## config.mk

```make
export PLATFORM = sky130hd
export DESIGN_NAME = mips_alu
export DESIGN_NICKNAME = d
export VERILOG_FILES = /design/src/rtl/alu_pkg.sv /design/src/rtl/alu_comb.sv /design/src/rtl/mips_alu.sv
export SDC_FILE = /design/constraint.sdc
export NUM_CORES = 1
export LEC_CHECK = 0
export CORE_ASPECT_RATIO = 1.2
export CORE_MARGIN = 10
export CORE_UTILIZATION = 45
export DETAILED_ROUTE_END_ITERATION = 12
export PLACE_DENSITY = 0.65
export SLEW_MARGIN = 20
export SYNTH_ARGS = -nofsm -noshare
export SYNTH_HDL_FRONTEND = slang
export SYNTH_HIERARCHICAL = 1
export SYNTH_SLANG_ARGS = --single-unit
```

## constraint.sdc

```tcl
create_clock -name clk -period 13.17 [get_ports clk]
set_input_delay 3.2925 -clock clk [delete_from_list [all_inputs] [get_ports clk]]
set_output_delay 3.2925 -clock clk [all_outputs]
set_load 0.05 [all_outputs]
```

## src/rtl/alu_pkg.sv

```systemverilog
// Shared ALU control definitions for the MIPS datapath.
// The control decoder and the ALU both import this package so they agree on op encodings.
package alu_pkg;

  typedef logic [3:0] alu_op_t;

  localparam alu_op_t ALU_AND  = 4'b0000;
  localparam alu_op_t ALU_OR   = 4'b0001;
  localparam alu_op_t ALU_ADD  = 4'b0010;
  localparam alu_op_t ALU_XOR  = 4'b0011;
  localparam alu_op_t ALU_SLL  = 4'b0100;
  localparam alu_op_t ALU_SRL  = 4'b0101;
  localparam alu_op_t ALU_SUB  = 4'b0110;
  localparam alu_op_t ALU_SLT  = 4'b0111;
  localparam alu_op_t ALU_SRA  = 4'b1000;
  localparam alu_op_t ALU_SLTU = 4'b1001;
  localparam alu_op_t ALU_NOR  = 4'b1100;

endpackage

```

## src/rtl/alu_comb.sv

```systemverilog
// Purely combinational ALU core: result, zero and signed-overflow from a, b and op.
// Reserved op codes produce a zero result with no overflow.
module alu_comb
  import alu_pkg::*;
#(
  parameter int WIDTH = 32
) (
  input  logic [WIDTH-1:0] a,
  input  logic [WIDTH-1:0] b,
  input  alu_op_t          op,
  output logic [WIDTH-1:0] result,
  output logic             zero,
  output logic             overflow
);

  localparam int SHW = $clog2(WIDTH);

  logic [WIDTH-1:0] sum;
  logic [WIDTH-1:0] diff;
  logic [SHW-1:0]   shamt;
  logic             ltSigned;
  logic             ltUnsigned;
  logic             addOvf;
  logic             subOvf;

  assign sum        = a + b;
  assign diff       = a - b;
  assign shamt      = b[SHW-1:0];
  // True signed compare, so SLT stays correct even when a-b overflows.
  assign ltSigned   = $signed(a) < $signed(b);
  assign ltUnsigned = a < b;
  assign addOvf     = (a[WIDTH-1] == b[WIDTH-1]) && (sum[WIDTH-1] != a[WIDTH-1]);
  assign subOvf     = (a[WIDTH-1] != b[WIDTH-1]) && (diff[WIDTH-1] != a[WIDTH-1]);

  always_comb begin
    result   = '0;
    overflow = 1'b0;
    case (op)
      ALU_AND:  result = a & b;
      ALU_OR:   result = a | b;
      ALU_ADD: begin
        result   = sum;
        overflow = addOvf;
      end
      ALU_XOR:  result = a ^ b;
      ALU_SLL:  result = a << shamt;
      ALU_SRL:  result = a >> shamt;
      ALU_SUB: begin
        result   = diff;
        overflow = subOvf;
      end
      ALU_SLT:  result = {{(WIDTH-1){1'b0}}, ltSigned};
      ALU_SRA:  result = $unsigned($signed(a) >>> shamt);
      ALU_SLTU: result = {{(WIDTH-1){1'b0}}, ltUnsigned};
      ALU_NOR:  result = ~(a | b);
      default: begin
        result   = '0;
        overflow = 1'b0;
      end
    endcase
  end

  assign zero = (result == '0);

endmodule

```

## src/rtl/mips_alu.sv

```systemverilog
// Registered ALU: one-cycle latency wrapper around alu_comb.
// Outputs hold on idle cycles; out_valid tracks in_valid one cycle later.
module mips_alu
  import alu_pkg::*;
#(
  parameter int WIDTH = 32
) (
  input  logic             clk,
  input  logic             rst_n,
  input  logic [WIDTH-1:0] a,
  input  logic [WIDTH-1:0] b,
  input  alu_op_t          op,
  input  logic             in_valid,
  output logic [WIDTH-1:0] result,
  output logic             zero,
  output logic             overflow,
  output logic             out_valid
);

  logic [WIDTH-1:0] combResult;
  logic             combZero;
  logic             combOverflow;

  logic [WIDTH-1:0] result_d, result_q;
  logic             zero_d, zero_q;
  logic             overflow_d, overflow_q;
  logic             valid_q;

  alu_comb #(
    .WIDTH(WIDTH)
  ) u_alu_comb (
    .a        (a),
    .b        (b),
    .op       (op),
    .result   (combResult),
    .zero     (combZero),
    .overflow (combOverflow)
  );

  always_comb begin
    result_d   = result_q;
    zero_d     = zero_q;
    overflow_d = overflow_q;
    if (in_valid) begin
      result_d   = combResult;
      zero_d     = combZero;
      overflow_d = combOverflow;
    end
  end

  // Reset takes priority over any operation presented in the same cycle.
  always_ff @(posedge clk) begin
    if (!rst_n) begin
      result_q   <= '0;
      zero_q     <= 1'b1;
      overflow_q <= 1'b0;
      valid_q    <= 1'b0;
    end else begin
      result_q   <= result_d;
      zero_q     <= zero_d;
      overflow_q <= overflow_d;
      valid_q    <= in_valid;
    end
  end

  assign result    = result_q;
  assign zero      = zero_q;
  assign overflow  = overflow_q;
  assign out_valid = valid_q;

endmodule

```

== Yosys cells after proc, flatten, opt, wreduce, memory -nomap -nowiden ==
Index checks and enable logic that the tools add are counted.
Word-level totals
  register bits after elaboration: 35
  input port bits: 71
  output and inout bits: 35
  logic and storage cells: 35
Operators by class
  add/sub/neg operators: 2
  $lt $le $gt $ge: 2
  eq/ne operators: 14
  shifts and indexed selects: 3
  multiplexer cells: 2
  bitwise operators: 4
  reductions and logical operators: 4
Operators with widths (count)
  $pmux W32 S11: 1
  $lt A32 B32 Y1: 2
  $add A32 B32 Y32: 1
  $and A32 B32 Y32: 1
  $logic_not A32 Y1: 1
  $not A32 Y32: 1
  $or A32 B32 Y32: 1
  $shl A32 B5 Y32: 1
  $shr A32 B5 Y32: 1
  $sshr A32 B5 Y32: 1
  $sub A32 B32 Y32: 1
  $xor A32 B32 Y32: 1
  $eq A4 B3 Y1 const B: 4
  $eq A4 B4 Y1 const B: 3
  $eq A4 B2 Y1 const B: 2
  $eq A4 B1 Y1 const B: 1
  $logic_not A4 Y1: 1
  $ne A1 B1 Y1: 3
  $logic_and A1 B1 Y1: 2
  $pmux W1 S2: 1
  $eq A1 B1 Y1: 1

== Depth between registers and ports, before layout ==
Gate-level depths: netlist (run 1).
  depth in word-level cells: 4
  mapped depth: 19

== Cells and area by module ==
The synthesis (run 1) kept the hierarchy.
By module, submodules not included
  alu_comb: instances 1, cells an instance 1509, area each 10095.9 µm², sequential area each 0.0 µm²
  mips_alu: instances 1, cells an instance 111, area each 1340.0 µm², sequential area each 700.7 µm²

== Worst setup path after synthesis (run 1) ==
OpenSTA, ideal clock, no wires.
  path kind: input to register
  start point: input port b[2]
  end point: register zero_q, in the netlist zero
  setup time: 60 ps
  arrival time: 8264 ps
  required time: 13110 ps
  path slack: 4845 ps
  stages: 18
  path buffers: 4
  cells stage by stage: inv_1 -> buf_1 -> buf_1 -> clkbuf_1 -> clkbuf_1 -> ha_1 -> o21bai_1 -> o211ai_1 -> a211oi_2 -> o21ai_0 -> a221o_1 -> a221o_1 -> or4_1 -> or4_1 -> or4_1 -> nor3_2 -> mux2i_1 -> nand2_1
RTL lines
  start, declared: line mips_alu.sv:11  | input logic [WIDTH-1:0] b,
  $sub A32 B32 Y32 (tied with other cells): line alu_comb.sv:27  | assign diff = a - b;
  $pmux W32 S11 (*): line alu_comb.sv:38  | case (op)
  net combResult[14]: line mips_alu.sv:20  | logic [WIDTH-1:0] combResult;
  $logic_not A32 Y1 (*): line alu_comb.sv:63  | assign zero = (result == '0);
  net combZero: line mips_alu.sv:21  | logic combZero;
  end signal, assigned: line mips_alu.sv:60  | zero_q <= zero_d;
  end, declared: line mips_alu.sv:25  | logic zero_d, zero_q;
The timed path passes the listed nets; every way through them passes the cells marked *.
A chain may end at the register's enable or synchronous reset.

== Final worst setup path (run 1) ==
  start point: input port b[0]
  end point: register zero_q, in the netlist zero
The elaborated chain is that of the path after synthesis.

==> summary.md, run 1 <==
| Metric | Value |
|---|---|
| Status | finished clean |
| Worst path cell trace | buf_4, buf_4, mux4_2, and3_1, a221oi_1, o211ai_1, a221o_1, or3_1, or4_1, or4_1, nor3_2, mux2i_1, nand2_1 |
| Max Freq | 114 MHz |
| ANT nets after route | 0 |
| WL final | 60500 µm |
| H-tree levels | 2 |
| # diodes | 0 |
| Ports | 106 |
| Final nets | 1815 |
| Worst skew pair latency | 280 ps |
| Clk pin slew, worst setup/hold paths | 50 ps |
| CTS-repair resized insts | 0 |
| CP bufs+invs | 2 |
| Area Growth Syn to Fin | 10.9% |
| Worst Reg-to-Reg Cells | 2 |
| Vias post-DR | 14200 |
| Ys flop type | dfxtp_1 |
| Largest net degree at the start of global routing | 63 |
| Commonest non-fill, non-tap cell in the layout | nor2_1 |
| CP delay by family, top | simple AND/OR/NAND/NOR gates |
| Final global-route overflow total | 0 |
| Routed wire per std cell | 30.8 µm |
| Total Die Area | 0.0322 mm² |
| Pwr dens | 63.0 mW/mm² |
| CORE AREA | 0.0249 mm² |
| Die width | 166 µm |
| Worst slack at placement | 4430 ps |
| Vias in the first global route | 13400 |
| Critical Path Max Stage Delay | 820 ps |
| First-pass GRT wire length | 88600 µm |
| Final Skew | 0 ps |
| Final setup violation count | 0 |
| Fin. max-slew vios | 0 |
| Min-Delay Path Class | flip-flop to flip-flop |
| Drt via density | 7.21 |
| Synth Warn # | 6 |
| Worst-path maximum fanout | 39 |
| Sequential-to-total area share from yosys stat | 0.0613 |
| DP Wirelength | 46800 µm |
| Hold buffer count at cts | 0 |
| Leading cell types in the layout, fill and taps excluded | nor2_1 (154), nand2_1 (152), a21oi_1 (109) |
| Starting Density | 0.459 |
| # rows | 63 |
| Initial antenna violation count | 2 |
| Post-CTS Setup Bufs | 0 |
| Unrepaired setup endpoints after global routing | no |
| Finished Layout Cells | 1964 |
| Final GP Congestion | 1.08 |
| CP max-delay cell | a221oi_1 |
| Gr usage total | 0.359 |
| Die Height | 195 µm |
| Relative slew slack | 0.281 |
| Static leakage | 5.08 nW |
| Worst vdd ir | 109 µV |
| First-pass DRT Iterations | 6 |
| Port bufs | 105 |
| Fin Setup TNS | 0 ps |
| Worst hold slack | 517 ps |
| Max Cap Violations | 0 |
| Number of flops mapped to enable cells by yosys | 0 |
| Post-route minimum period | 8750 ps |
| Clock sink count | 35 |
| Worst-case clock buffer depth | 2 |
| Mux cell area share after synthesis | 0.164 |
| Largest family of logic cells by synthesized area | compound AO/OA/AOI/OAI gates |
| Critical path capture point type | flip-flop |
| Synth Area in Adders | 0.117 |
| Final Hold Fails | 0 |
| Post-Syn Area | 0.0114 mm² |
| Startpoint types | input port |
| Final period utilization | 0.664 |
| Least-Margin Pin Slew | 1070 ps |
| Hold depth | 2 |
| Fin worst setup slack | 4420 ps |
| Mapped Cells | 1620 |
| TritonCTS clock tree | done |
| Async SR Flop Fraction | 0 |
| GR Util met1 | 0.445 |
| Critical Path RT | 13380 ps |
| Synth Area in Simple Gates | 0.260 |
| Crit Path Class | input port to flip-flop |
| Yosys reg bits | 35 |
| Met3 Resource Use GR | 0.0772 |
| Crit path DAT | 8950 ps |
| Dpl cells | 1956 |
| Stages on worst setup path | 13 |
| Grt met2 use | 0.557 |
| GR peak layer | met2 |
| CTS Buf Count | 5 |
| Xor/xnor share of the synthesized area | 0.00996 |
| CTS root buffer | clkbuf_16 |
| Syn avg cell area | 7.06 µm² |
| DR iter-0 viols | 2414 |
| Fillers | 2544 |
| Synth cell types | 92 |
| DR DRC count | 0 |
| Share of layout cells above drive strength 1 | 0.0842 |
| Compound-Gate Fraction of Synth Area | 0.305 |
| Synthesized Nets | 1797 |
[worst paths after layout]
check	from	end	slack (ps)
worst min-delay path	zero	zero	520
worst max-delay path	b[0]	zero	4420
worst min register to register	zero	zero	520
worst max register to register	zero	zero	12500
[worst reg2reg max path, cell delays in order (launching register included)]
cell and delay, ps:
dfxtp_1 320, mux2i_1 130, nand2_1 70
[per-stage QoR]
stage / util / instance area [µm²] / power [mW]
2_1_floorplan: - / 11400 / 0.471
3_5_place_dp: 0.504 / 12500 / 0.665
6_report: 0.509 / 12700 / 0.799
3_3_place_gp: 0.504 / 12500 / 0.666
4_1_cts: 0.509 / 12700 / 0.782
5_1_grt: 0.509 / 12700 / 0.834
[cell type report]
type                            count  area (µm²)  area share
Sequential cell                    35         701      0.0552
Inverter                          100         375      0.0296
Clock buffer                        7         133      0.0105
Multi-Input combinational cell   1362        9820       0.774
Tap cell                          325         407      0.0321
Clock inverter                      1        5.00    0.000395
Timing Repair Buffer              134        1240      0.0978
[synthesized netlist by cell type, drive strengths merged (6+ instances only)]
master / number / share of area
nand2b: 20 / 0.011
inv: 98 / 0.032
mux4: 36 / 0.071
or4: 8 / 0.0056
a31oi: 18 / 0.0098
and2: 6 / 0.0033
nor2b: 53 / 0.029
nor2: 157 / 0.052
o221ai: 17 / 0.013
nand2: 152 / 0.050
or2: 14 / 0.0077
nand3: 49 / 0.021
a2bb2oi: 7 / 0.0054
buf: 50 / 0.026
ha: 104 / 0.11
clkbuf: 73 / 0.024
or3: 13 / 0.0071
a221oi: 13 / 0.010
a22oi: 23 / 0.015
a21oi: 109 / 0.048
a211oi: 25 / 0.017
nor3: 50 / 0.022
nand4: 13 / 0.0071
a2111oi: 9 / 0.0070
nor4: 21 / 0.012
o2111ai: 14 / 0.011
o31ai: 17 / 0.011
o211ai: 37 / 0.024
a221o: 16 / 0.014
mux2i: 77 / 0.068
o22ai: 12 / 0.0066
a21o: 13 / 0.0085
and3: 10 / 0.0055
dfxtp: 35 / 0.061
o21bai: 8 / 0.0053
o21a: 11 / 0.0072
o21ai: 95 / 0.042
a311oi: 6 / 0.0046
xnor2: 12 / 0.0092
nand3b: 6 / 0.0039
mux2: 24 / 0.024
o31a: 6 / 0.0046
[cells by family (layout without fill, tap and decap cells)]
group,after synthesis,in the layout
AOI/OAI and AO/OA,506,506
xor gates and xnor gates,13,13
adders and majority gates,106,106
buffers and inverters,223,242
DFF,35,35
muxes,137,137
and+or+nand+nor,600,600
[flip-flops by register name, summed over array words and instances, names as in the netlist]
signal / cells
out_valid: 1
overflow: 1
result: 32
zero: 1
[metal layers]
layer	vias up	part of all wire
met1	6786	0.37
met3	228	0.11
met5	-	0.00021
met2	1026	0.45
met4	2	0.069
li1	6110	-
[power by group]
group          internal (mW)  switching [mW]  total, mW
logic                  0.194           0.375      0.569
clock network         0.0698          0.0413      0.111
registers              0.115         0.00450      0.119
total                  0.378           0.421      0.799
Note: power is estimated with default switching activity, not from simulation.
==> run 2, diff against run 1 <==
--- a/config.mk
+++ b/config.mk
@@ -9,7 +9,7 @@
 export CORE_MARGIN = 10
 export CORE_UTILIZATION = 45
 export DETAILED_ROUTE_END_ITERATION = 12
-export PLACE_DENSITY = 0.65
+export PLACE_DENSITY = 0.68
 export SLEW_MARGIN = 20
 export SYNTH_ARGS = -nofsm -noshare
 export SYNTH_HDL_FRONTEND = slang
==> constraint.sdc (replaced) <==
create_clock -name clk -period 7.5 [get_ports clk]
set_input_delay 1.875 -clock clk [delete_from_list [all_inputs] [get_ports clk]]
set_output_delay 1.875 -clock clk [all_outputs]
set_load 0.05 [all_outputs]
==> summary.md, run 2 (synthesis gave the netlist of run 1 again) <==
| Metric | Value |
|---|---|
| Area Growth Syn to Fin | 14.5% |
| Largest register FFs | 32 (unchanged) |
| Finished Layout Cells | 2011 (+2.4%) |
| Max Cap Violations | 0 (unchanged) |
| Ports | 106 (unchanged) |
| Post-CTS Setup Bufs | 0 (unchanged) |
| First-pass GRT wire length | 88400 µm (-0.27%) |
| # diodes | 0 (unchanged) |
| Initial antenna violation count | 2 (unchanged) |
| Final nets | 1862 (+2.6%) |
| Critical Path RT | 7710 ps (-5670 ps) |
| Commonest non-fill, non-tap cell in the layout | nor2_1 |
| CORE AREA | 0.0249 mm² (unchanged) |
| Worst skew pair latency | 280 ps (about the same) |
| Fin Setup TNS | 0 ps (unchanged) |
| Critical path capture point type | flip-flop |
| Drt via density | 7.09 (-1.6%) |
| ANT nets after route | 0 (unchanged) |
| Total Die Area | 0.0322 mm² (unchanged) |
| Die Height | 195 µm (unchanged) |
| Fin. max-slew vios | 0 (unchanged) |
| Most common cell on crit path | or4_1 |
| Worst vdd ir | 262 µV (+140%) |
| Leading cell types in the layout, fill and taps excluded | nor2_1 (155), nand2_1 (152), a21oi_1 (109) |
| Static leakage | 5.33 nW (+4.8%) |
| Post-route minimum period | 6890 ps |
| Fillers | 2554 (+0.39%) |
| Final Skew | 0 ps (unchanged) |
| CTS-repair resized insts | 0 (unchanged) |
| Status | finished clean |
| WL final | 60300 µm (-0.41%) |
| H-tree levels | 2 (unchanged) |
| CTS Buf Count | 5 (unchanged) |
| DR iter-0 viols | 2065 (-14%) |
| Gr usage total | 0.358 (-0.00107) |
| Min-Delay Path Class | flip-flop to flip-flop |
| Crit Path Class | input port to flip-flop |
| Clk pin slew, worst setup/hold paths | 60 ps (about the same) |
| Port bufs | 105 (unchanged) |
| # rows | 63 (unchanged) |
| Dpl cells | 2003 (+2.4%) |
| Vias in the first global route | 13400 (+0.61%) |
| Crit path DAT | 7100 ps (-1850 ps) |
| Relative slew slack | 0.292 (+0.0118) |
| Vias post-DR | 14300 (+0.71%) |
| Pwr dens | 111 mW/mm² (+77%) |
| Critical Path Max Stage Delay | 730 ps (-90 ps) |
| DR DRC count | 0 (unchanged) |
| DP Wirelength | 47900 µm (+2.3%) |
| Die width | 166 µm (unchanged) |
| Final global-route overflow total | 0 (unchanged) |
| Max Freq | 145 MHz |
| Final GP Congestion | 1.11 (+2.2%) |
| Worst-path maximum fanout | 7 (-82%) |
| Starting Density | 0.459 (unchanged) |
| Startpoint types | input port |
| Hold buffer count at cts | 0 (unchanged) |
| Final period utilization | 0.918 |
| CP max-delay cell | a2111oi_1 |
| Largest net degree at the start of global routing | 65 (+3.2%) |
| Routed wire per std cell | 30.0 µm (-2.7%) |
| First-pass DRT Iterations | 6 (unchanged) |
| Worst-case clock buffer depth | 2 (unchanged) |
| Clock sink count | 35 (unchanged) |
| Share of layout cells above drive strength 1 | 0.110 (+0.0261) |
| CTS root buffer | clkbuf_16 |
| Final Util | 0.526 (+0.0163) |
| Final Hold Fails | 0 (unchanged) |
| Worst path cell trace | clkdlybuf4s50_1, inv_1, ha_1, fa_1, o21bai_1, o211ai_1, a211oi_2, o21ai_0, a2111oi_1, o22a_1, a2111oi_0, mux2_2, or4_1, or4_1, nor3_2, mux2i_1, nand2_1 |
| Least-Margin Pin Slew | 1050 ps (-17.5 ps) |
| Unrepaired setup endpoints after global routing | no |
| Final setup violation count | 0 (unchanged) |
| TritonCTS clock tree | done |
run 2: cell count changes in the layout (fill, tap and decap cells not counted), sizes merged:
cell	change
bufinv	+1
clkbuf	-2
buf	+47
clkinv	+1
run 2: path summary, 6_finish.rpt:
check                  start    endpoint  slack, ps  cells after the start
hold / removal          zero        zero        500                      2
hold reg to reg         zero        zero        500                      2
setup / recovery        a[0]        zero        610                     17
setup reg to reg  result[31]  result[31]       6840                      2
run 2: layout make-up:
cell class | instances | area [µm²] | share of cell area
Tap cell | 325 | 407 | 0.0311
Clock buffer | 5 | 125 | 0.00956
Timing Repair Buffer | 181 | 1620 | 0.124
Inverter | 100 | 375 | 0.0287
Sequential cell | 35 | 701 | 0.0535
Clock inverter | 3 | 43.8 | 0.00334
Multi-Input combinational cell | 1362 | 9820 | 0.750
run 2: critical path, delay by kind of cell:
kind	cells	cell delay [ps]
AO/OA/AOI/OAI	7	2160
adder cells (fa/ha/maj)	2	650
buffers and inverters	2	720
multiplexers	2	390
AND/OR/NAND/NOR	4	1300
run 2: through the flow:
stage / hold slack, ps / setup WS [ps] / area, µm² / power, mW
2_1_floorplan: 743 / 593 / 11400 / 0.827
3_3_place_gp: 499 / 455 / 12900 / 1.18
3_5_place_dp: 487 / 413 / 12900 / 1.19
4_1_cts: 503 / 702 / 13100 / 1.43
5_1_grt: 539 / 371 / 13100 / 1.52
6_report: 495 / 614 / 13100 / 1.46
run 2: where the power goes:
part	internal [mW]	total (mW)	switching, mW
Combinational	0.359	1.01	0.654
Clock	0.157	0.236	0.0796
Sequential	0.202	0.209	0.00789
run 2: routing by layer:
metal	up-vias	routed length [µm]	track usage
met4	4	4040	0.202
met5	-	23	0
met1	6835	23100	0.460
li1	6209	-	-
met2	971	26700	0.547
met3	233	6410	0.0666
